File: config.mk
export PLATFORM = sky130hd
export DESIGN_NAME = display_scan_mux
export DESIGN_NICKNAME = d
export VERILOG_FILES = /design/src/rtl/display_scan_mux.sv
export SDC_FILE = /design/constraint.sdc
export NUM_CORES = 1
export LEC_CHECK = 0
export CORE_MARGIN = 2
export CORE_UTILIZATION = 47
export CTS_CLUSTER_SIZE = 16
export DETAILED_ROUTE_END_ITERATION = 10
export GPL_TIMING_DRIVEN = 0
export PLACE_DENSITY = 0.86
export SLEW_MARGIN = 25
export SYNTH_ARGS = -nofsm -noshare
export SYNTH_HDL_FRONTEND = slang
export SYNTH_SLANG_ARGS = --single-unit
File: constraint.sdc
create_clock -name clk -period 3.1 [get_ports clk]
set_clock_uncertainty 0.05 [all_clocks]
set_input_delay 0.31 -clock clk [delete_from_list [all_inputs] [get_ports clk]]
set_output_delay 0.31 -clock clk [all_outputs]
set_load 0.03 [all_outputs]
File: src/rtl/display_scan_mux.sv
// Self-timed seven-segment digit scanner: prescaled digit select, one-hot enables,
// blank/blink masking, anti-ghosting dead time and a frame-start pulse.
module display_scan_mux #(
    parameter int unsigned     DIGITS       = 8,
    parameter int unsigned     DW           = 4,
    parameter int unsigned     PRESCALE     = 50000,
    parameter int unsigned     DEAD         = 2,
    parameter int unsigned     BLINK_FRAMES = 64,
    parameter logic [DW-1:0]   BLANK_CODE   = '1,
    localparam int unsigned    SELW         = (DIGITS > 1) ? $clog2(DIGITS) : 1
) (
    input  logic                 clk,
    input  logic                 rst,
    input  logic                 en,
    input  logic [DIGITS*DW-1:0] din,
    input  logic [DIGITS-1:0]    blank_mask,
    input  logic [DIGITS-1:0]    blink_mask,
    output logic [SELW-1:0]      sel,
    output logic [DIGITS-1:0]    dig_en,
    output logic [DW-1:0]        q,
    output logic                 frame_start
);

    localparam int unsigned PW  = $clog2(PRESCALE);
    localparam int unsigned DCW = (DEAD > 0) ? $clog2(DEAD + 1) : 1;
    localparam int unsigned FW  = (BLINK_FRAMES > 1) ? $clog2(BLINK_FRAMES) : 1;

    logic [PW-1:0]     presc_q, presc_d;
    logic [SELW-1:0]   sel_q, sel_d;
    logic [DCW-1:0]    dead_q, dead_d;
    logic [FW-1:0]     frame_q, frame_d;
    logic              blink_q, blink_d;
    logic [DIGITS-1:0] dig_en_q, dig_en_d;
    logic [DW-1:0]     q_q, q_d;
    logic              frame_start_q, frame_start_d;

    logic              step;
    logic              wrap;
    logic              blanked;
    logic [DW-1:0]     digit [DIGITS];

    always_comb begin
        for (int unsigned i = 0; i < DIGITS; i++) begin
            digit[i] = din[i*DW +: DW];
        end
    end

    always_comb begin
        step    = en && (presc_q == PW'(PRESCALE - 1));
        wrap    = step && (sel_q == SELW'(DIGITS - 1));
        presc_d = presc_q;
        sel_d   = sel_q;
        dead_d  = dead_q;
        frame_d = frame_q;
        blink_d = blink_q;

        if (step) begin
            presc_d = '0;
            sel_d   = wrap ? '0 : sel_q + SELW'(1);
            dead_d  = DCW'(DEAD);
        end else if (en) begin
            presc_d = presc_q + PW'(1);
            if (dead_q != '0) begin
                dead_d = dead_q - DCW'(1);
            end
        end

        if (wrap) begin
            if (frame_q == FW'(BLINK_FRAMES - 1)) begin
                frame_d = '0;
                blink_d = ~blink_q;
            end else begin
                frame_d = frame_q + FW'(1);
            end
        end

        // Outputs follow next-state select/phase so they line up with sel_q.
        blanked       = blank_mask[sel_d] | (blink_mask[sel_d] & blink_d);
        dig_en_d      = (en && (dead_d == '0) && !blanked) ? (DIGITS'(1) << sel_d) : '0;
        q_d           = blanked ? BLANK_CODE : digit[sel_d];
        frame_start_d = wrap;
    end

    always_ff @(posedge clk or posedge rst) begin
        if (rst) begin
            presc_q       <= '0;
            sel_q         <= '0;
            dead_q        <= DCW'(DEAD);
            frame_q       <= '0;
            blink_q       <= 1'b0;
            dig_en_q      <= '0;
            q_q           <= '0;
            frame_start_q <= 1'b0;
        end else begin
            presc_q       <= presc_d;
            sel_q         <= sel_d;
            dead_q        <= dead_d;
            frame_q       <= frame_d;
            blink_q       <= blink_d;
            dig_en_q      <= dig_en_d;
            q_q           <= q_d;
            frame_start_q <= frame_start_d;
        end
    end

    assign sel         = sel_q;
    assign dig_en      = dig_en_q;
    assign q           = q_q;
    assign frame_start = frame_start_q;

endmodule

==> flow_metrics.env, run 1 <==
export IMPL_status="finished, final reports clean"
export IMPL_wire_per_inst_um=14.19
export IMPL_die_w_um=73.88
export IMPL_drt_first_pass_iters=4
export IMPL_max_slew_margin_pct=65.09
export IMPL_cts_setup_buffers=0
export IMPL_drv_cap=0
export IMPL_min_path_type="primary input to asynchronous set/reset pin"
export IMPL_r2r_start="presc_q[0]"
export IMPL_coreArea_mm2=0.004723
export IMPL_tns_ns=0
export IMPL_final_cell_mix="66 x clkdlybuf4s50_1, 40 x dfrtp_1, 25 x nand2_1, 20 x mux2i_1, 19 x nor2_1"
export IMPL_timing_final_ws_setup_ns=0.1887
export IMPL_grt_pass1_wl_um=8411
export IMPL_finalHoldViolations=0
export IMPL_ys_ff_latch=41
export IMPL_die_area_mm2=0.005458
export IMPL_wl_um=5051
export IMPL_holdWs_ns=0.2046
export IMPL_antennaDiodeCount=0
export IMPL_cts_path_max_buffers=2
export IMPL_dp_hpwl_um=3956
export IMPL_seq_area_frac_synth_pct=44.77
export IMPL_place_gp_congestion=0.8238
export IMPL_period_needed_ns=2.911
export IMPL_fmax_ghz=0.3435
export IMPL_worstPathArrival_ns=3.05
export IMPL_dp_slack_ns=-0.2060
export IMPL_end_kind="flip-flop"
export IMPL_drt_initial_drc_count=64
export IMPL_drv_slew=0
export IMPL_setup_viol_count_final=0
export IMPL_clkLatencyLatePin_ns=0.29
export IMPL_slowest_delay_ns=0.56
export IMPL_synth_warning_count=0
export IMPL_overflow=0
export IMPL_path_max_fanout=10
export IMPL_synthArstFlopShare_pct=100.0
export IMPL_finalCritPeriodShare_pct=93.91
export IMPL_yosys_area_top_type="dfrtp_1"
export IMPL_grt_total_usage_pct=20.17
export IMPL_worstPathRequired_ns=3.24
export IMPL_vias=1894
export IMPL_crit_top_cell="buf_6"
export IMPL_layout_commonest_cell="clkdlybuf4s50_1"
export IMPL_synth_cells=215
export IMPL_cts_tree="built"
export IMPL_cp_start_kind="primary input"
export IMPL_num_rows=25
export IMPL_die_y_um=73.88
export IMPL_numCtsBuffers=5
export IMPL_cp_top_family="buffers and inverters"
export IMPL_syn_avg_cell_area_um2=10.67
export IMPL_synth_main_ff_cell="dfrtp_1"
export IMPL_h_tree_depth=2
export IMPL_drive_gt1_share_pct=10.38
export IMPL_crit_cells=12
export IMPL_io_pins=67
export IMPL_area_growth_pct=40.02
export IMPL_synth_nets=270
export IMPL_rsz0062_at_grt="no"
export IMPL_via_per_inst=5.320
export IMPL_antenna_found_initial=0
export IMPL_ir_drop_mv=0.2070
export IMPL_reg2reg_depth=12
export IMPL_critPathKind="primary input to flip-flop"
export IMPL_numClockSinks=41
export IMPL_cp_cell_sequence="clkdlybuf4s50_1 > and4_1 > buf_6 > and4_4 > buf_6 > mux2i_4 > buf_4 > mux2i_1 > o22ai_1 > a2bb2oi_2 > buf_6 > nor4_1"
export IMPL_path_buf_inv=5
export IMPL_syn_area_mm2=0.002295
export IMPL_cts_clk_slew_worst_paths_ns=0.08
export IMPL_clockRootBuffer="clkbuf_8"
export IMPL_fin_nets=343
export IMPL_synth_top_area_share_pct=43.62
export IMPL_synth_cell_types=45
export IMPL_r2r_end="dig_en[5]"
export IMPL_synth_area_leaders="dfrtp_1 44%, mux2i_1 8.7%, mux4_1 4.6%"
export IMPL_p_per_area_mw_per_mm2=399.5
export IMPL_r2r_slack_ns=0.21
export IMPL_port_buffers=66
export IMPL_grt_max_degree=33
export IMPL_worst_pin_slew_ns=0.5196
export IMPL_initial_core_util_pct=48.58
export IMPL_drc=0
export IMPL_grt_pass1_vias=1897
export IMPL_power_leakage_uw=0.001523
export IMPL_synth_edff_count=0
export IMPL_ant_nets=0
export IMPL_slowest_stage="clkdlybuf4s50_1"
==> routing by layer <==
layer / GRT usage (%) / vias up / routed length [µm]
met4: 7.879 / 0 / 94
met3: 5.075 / 8 / 240
met5: 0 / - / 0
met1: 24.54 / 907 / 2108
li1: - / 916 / -
met2: 34.13 / 63 / 2607
==> logic make-up after synthesis <==
logic type,after synthesis,synth area share (%)
xor gates and xnor gates,16,6.107
buffers and inverters,15,3.708
AOI/OAI and AO/OA,26,7.524
muxes,30,16.96
adders and majority gates,4,2.181
DFF,41,44.77
and+or+nand+nor,83,18.76
==> flip-flops by register name, indices dropped and copies added (netlist names) <==
name,flops
frame_start,1
blink_q,1
frame_q,6
presc_q,16
dig_en,8
q,4
dead_q,2
sel,3
==> area by class of cell <==
class | instances | area, µm²
Buffer | 8 | 58.81
Clock buffer | 5 | 68.82
Multi-Input combinational cell | 159 | 1206
Sequential cell | 41 | 1027
Fill cell | 362 | 1510
Timing Repair Buffer | 67 | 680.7
Inverter | 6 | 22.52
Clock inverter | 3 | 65.06
Tap cell | 67 | 83.83
==> cell usage after synthesis, drive strengths merged, types with 3 or more instances <==
| cell | n |
|---|---|
| a21oi | 4 |
| a22oi | 3 |
| and3 | 4 |
| and4 | 4 |
| buf | 7 |
| dfrtp | 40 |
| ha | 4 |
| inv | 6 |
| mux2 | 3 |
| mux2i | 22 |
| mux4 | 5 |
| nand2 | 25 |
| nand2b | 5 |
| nand3 | 6 |
| nand4 | 4 |
| nor2 | 19 |
| nor3 | 4 |
| nor4 | 4 |
| o21ai | 9 |
| xnor2 | 10 |
| xor2 | 6 |
==> per-stage QoR <==
stage	area, µm²	instances	power [µW]	util, %
CTS	3193	357	1292	67.60
floorplan	2295	215	692.1	-
finish	3213	356	1284	68.03
global placement	3039	348	775.8	64.34
detailed placement	3059	349	790.3	64.77
global route	3213	356	1343	68.03
==> what timing repair did <==
| item | CTS | global route |
|---|---|---|
| endpoints found under the setup margin | 0 | 3 |
| resized for setup | 0 | 3 |
| hold buffers | 0 | 0 |
==> worst reg2reg max path: stages, from the launching register on <==
cell,delay [ns]
dfrtp_1,0.40
ha_1,0.19
and4_1,0.21
buf_6,0.11
and4_4,0.20
buf_6,0.14
mux2i_4,0.30
buf_4,0.26
mux2i_1,0.25
o22ai_1,0.11
a2bb2oi_2,0.16
buf_6,0.14
nor4_1,0.28
==> worst max-delay path by stage <==
stage | from | slack (ns) | endpoint
6_report | en | 0.19 | dig_en[5]
5_1_grt | presc_q[4] | 0.009 | dig_en[4]
4_1_cts | en | 0.13 | dig_en[5]
3_5_place_dp | en | -0.21 | dig_en[4]
3_3_place_gp | en | -0.17 | dig_en[4]
2_1_floorplan | sel[1] | 0.43 | dig_en[4]
==> power by group <==
part / switching (µW) / internal [µW]
Clock: 184 / 320
Combinational: 64.1 / 109
Sequential: 38.4 / 569
Total: 286 / 997
Power figures use the tool's default switching activity.
==> run 2: changes to the inputs <==
- CORE_UTILIZATION: 47 -> 63
- DONT_BUFFER_PORTS: unset -> 1
==> run 2 against run 1 <==
Register-to-register slack worse by 0.07 ns. Clock-buffer cell count is 1 higher. Clock power is 48% lower. Sequential power hardly changed. Critical endpoint is now dig_en[4]. Largest cell class unchanged. Largest power group unchanged.
==> flow_metrics.env, run 2 (synthesis gave the netlist of run 1 again) <==
export IMPL_status="finished, final reports clean"
export IMPL_cts_setup_buffers=0
export IMPL_numCtsBuffers=5
export IMPL_cts_path_max_buffers=2
export IMPL_wl_um=4543
export IMPL_layout_commonest_cell="dfrtp_1"
export IMPL_worstPathArrival_ns=3.16
export IMPL_fmax_ghz=0.3376
export IMPL_drt_first_pass_iters=4
export IMPL_clockRootBuffer="clkbuf_4"
export IMPL_instances_no_fill=270
export IMPL_drt_initial_drc_count=89
export IMPL_port_buffers=0
export IMPL_grt_max_degree=33
export IMPL_min_path_type="primary input to flip-flop"
export IMPL_p_per_area_mw_per_mm2=395.4
export IMPL_period_needed_ns=2.962
export IMPL_cp_start_kind="flip-flop"
export IMPL_path_buf_inv=3
export IMPL_finalCritPeriodShare_pct=95.55
export IMPL_wire_per_inst_um=16.83
export IMPL_num_rows=21
export IMPL_seq_area_mm2=0.001031
export IMPL_r2r_end="dig_en[4]"
export IMPL_drc=0
export IMPL_slowest_delay_ns=0.44
export IMPL_dp_slack_ns=-0.05595
export IMPL_stdcell_area_mm2=0.002451
export IMPL_critPathKind="flip-flop to flip-flop"
export IMPL_ant_nets=0
export IMPL_via_per_inst=6.119
export IMPL_dpl_cell_count=262
export IMPL_grt_pass1_vias=1698
export IMPL_vias=1652
export IMPL_crit_start="presc_q[10]"
export IMPL_largest_register="presc_q"
export IMPL_r2r_start="presc_q[10]"
export IMPL_fin_nets=278
export IMPL_crit_cells=10
export IMPL_r2r_slack_ns=0.14
export IMPL_worstPathRequired_ns=3.30
export IMPL_place_gp_congestion=0.7962
export IMPL_n_fill_cell=251
export IMPL_slowest_stage="dfrtp_1"
export IMPL_cp_cell_sequence="nor4bb_1 > and4_4 > buf_6 > mux2i_4 > buf_4 > mux2i_1 > o22ai_1 > a2bb2oi_2 > buf_6 > nor4_1"
export IMPL_io_pins=67
export IMPL_dpl_cell_area_mm2=0.002372
export IMPL_drive_gt1_share_pct=13.84
export IMPL_numClockSinks=41
export IMPL_setup_viol_count_final=0
export IMPL_reg2reg_depth=10
export IMPL_rsz0062_at_grt="no"
export IMPL_finalHoldViolations=0
export IMPL_drv_cap=0
export IMPL_die_w_um=64.35
export IMPL_coreArea_mm2=0.003416
export IMPL_cts_clk_slew_worst_paths_ns=0.12
export IMPL_worst_pin_slew_ns=0.4663
export IMPL_drv_slew=0
export IMPL_largest_reg_flops=16
export IMPL_overflow=0
export IMPL_crit_top_cell="buf_6"
export IMPL_die_y_um=64.35
export IMPL_dp_hpwl_um=3502
export IMPL_ir_drop_mv=0.3078
export IMPL_antennaDiodeCount=0
export IMPL_clkLatencyLatePin_ns=0.35
export IMPL_h_tree_depth=2
export IMPL_power_leakage_uw=0.001232
export IMPL_path_max_fanout=10
export IMPL_antenna_found_initial=0
export IMPL_worstSetupEndpoint="dig_en[4]"
export IMPL_cts_tree="built"
export IMPL_die_area_mm2=0.004141
export IMPL_grt_total_usage_pct=24.91
export IMPL_multi_input_area_mm2=0.001200
export IMPL_worstHoldStart="en"
export IMPL_area_growth_pct=6.816
export IMPL_cp_top_family="simple AND/OR/NAND/NOR gates"
export IMPL_final_cell_mix="37 x dfrtp_1, 25 x nand2_1, 20 x mux2i_1, 19 x nor2_1, 10 x xnor2_1"
export IMPL_initial_core_util_pct=67.18
export IMPL_grt_pass1_wl_um=7755
export IMPL_max_slew_margin_pct=68.68
export IMPL_timing_final_ws_setup_ns=0.1379
export IMPL_end_kind="flip-flop"
==> run 2: changes by cell type in the layout (fill, tap and decap cells not counted), sizes merged <==
cell           before  now
bufinv              2    0
clkbuf              6    7
clkdlybuf4s50      66    0
clkinv              1    2
dlygate4sd3         0    1
==> run 2: routing by layer <==
layer,wire length [µm],share of wire (%),up-vias,track usage [%]
li1,-,-,787,-
met1,1832,40,790,29.27
met2,2343,52,65,43.23
met3,252,5.5,10,4.754
met4,114,2.5,0,12.77
met5,0,0,-,0
==> run 2: through the flow <==
step	power, µW	hold slack (ns)	TNS [ns]	util, %
6_report	969.1	0.02823	0	71.76
2_1_floorplan	692.1	0.3884	0	-
4_1_cts	976.3	0.01821	0	71.36
3_3_place_gp	707.2	0.3939	0	68.86
3_5_place_dp	716.7	0.08106	-0.09017	69.45
5_1_grt	1018	0.01982	0	71.76
==> run 2: cell type report <==
type	count	area share, %
Clock buffer	6	1.685
Inverter	6	0.9188
Tap cell	46	2.348
Multi-Input combinational cell	159	48.95
Sequential cell	41	42.06
Timing Repair Buffer	2	1.225
Clock inverter	2	0.4084
Buffer	8	2.399
==> run 2: report_power, final <==
part | internal (µW) | switching [µW]
Clock | 86.6 | 175
Sequential | 569 | 41.0
Combinational | 51.0 | 47.1
==> run 2: worst min-delay path by stage <==
stage	depth (start not counted)	end
final	2	presc_q[1]
after global routing	2	presc_q[1]
after CTS	2	presc_q[1]
after detailed placement	1	presc_q[10]
after global placement	2	presc_q[1]
after floorplan	2	presc_q[1]
==> run 2: what timing repair did <==
item / CTS / global route
hold buffers: 1 / 0
gates resized for setup: 3 / 2
endpoints found under the setup margin: 4 / 6
endpoints found under the hold margin: 40 / 0
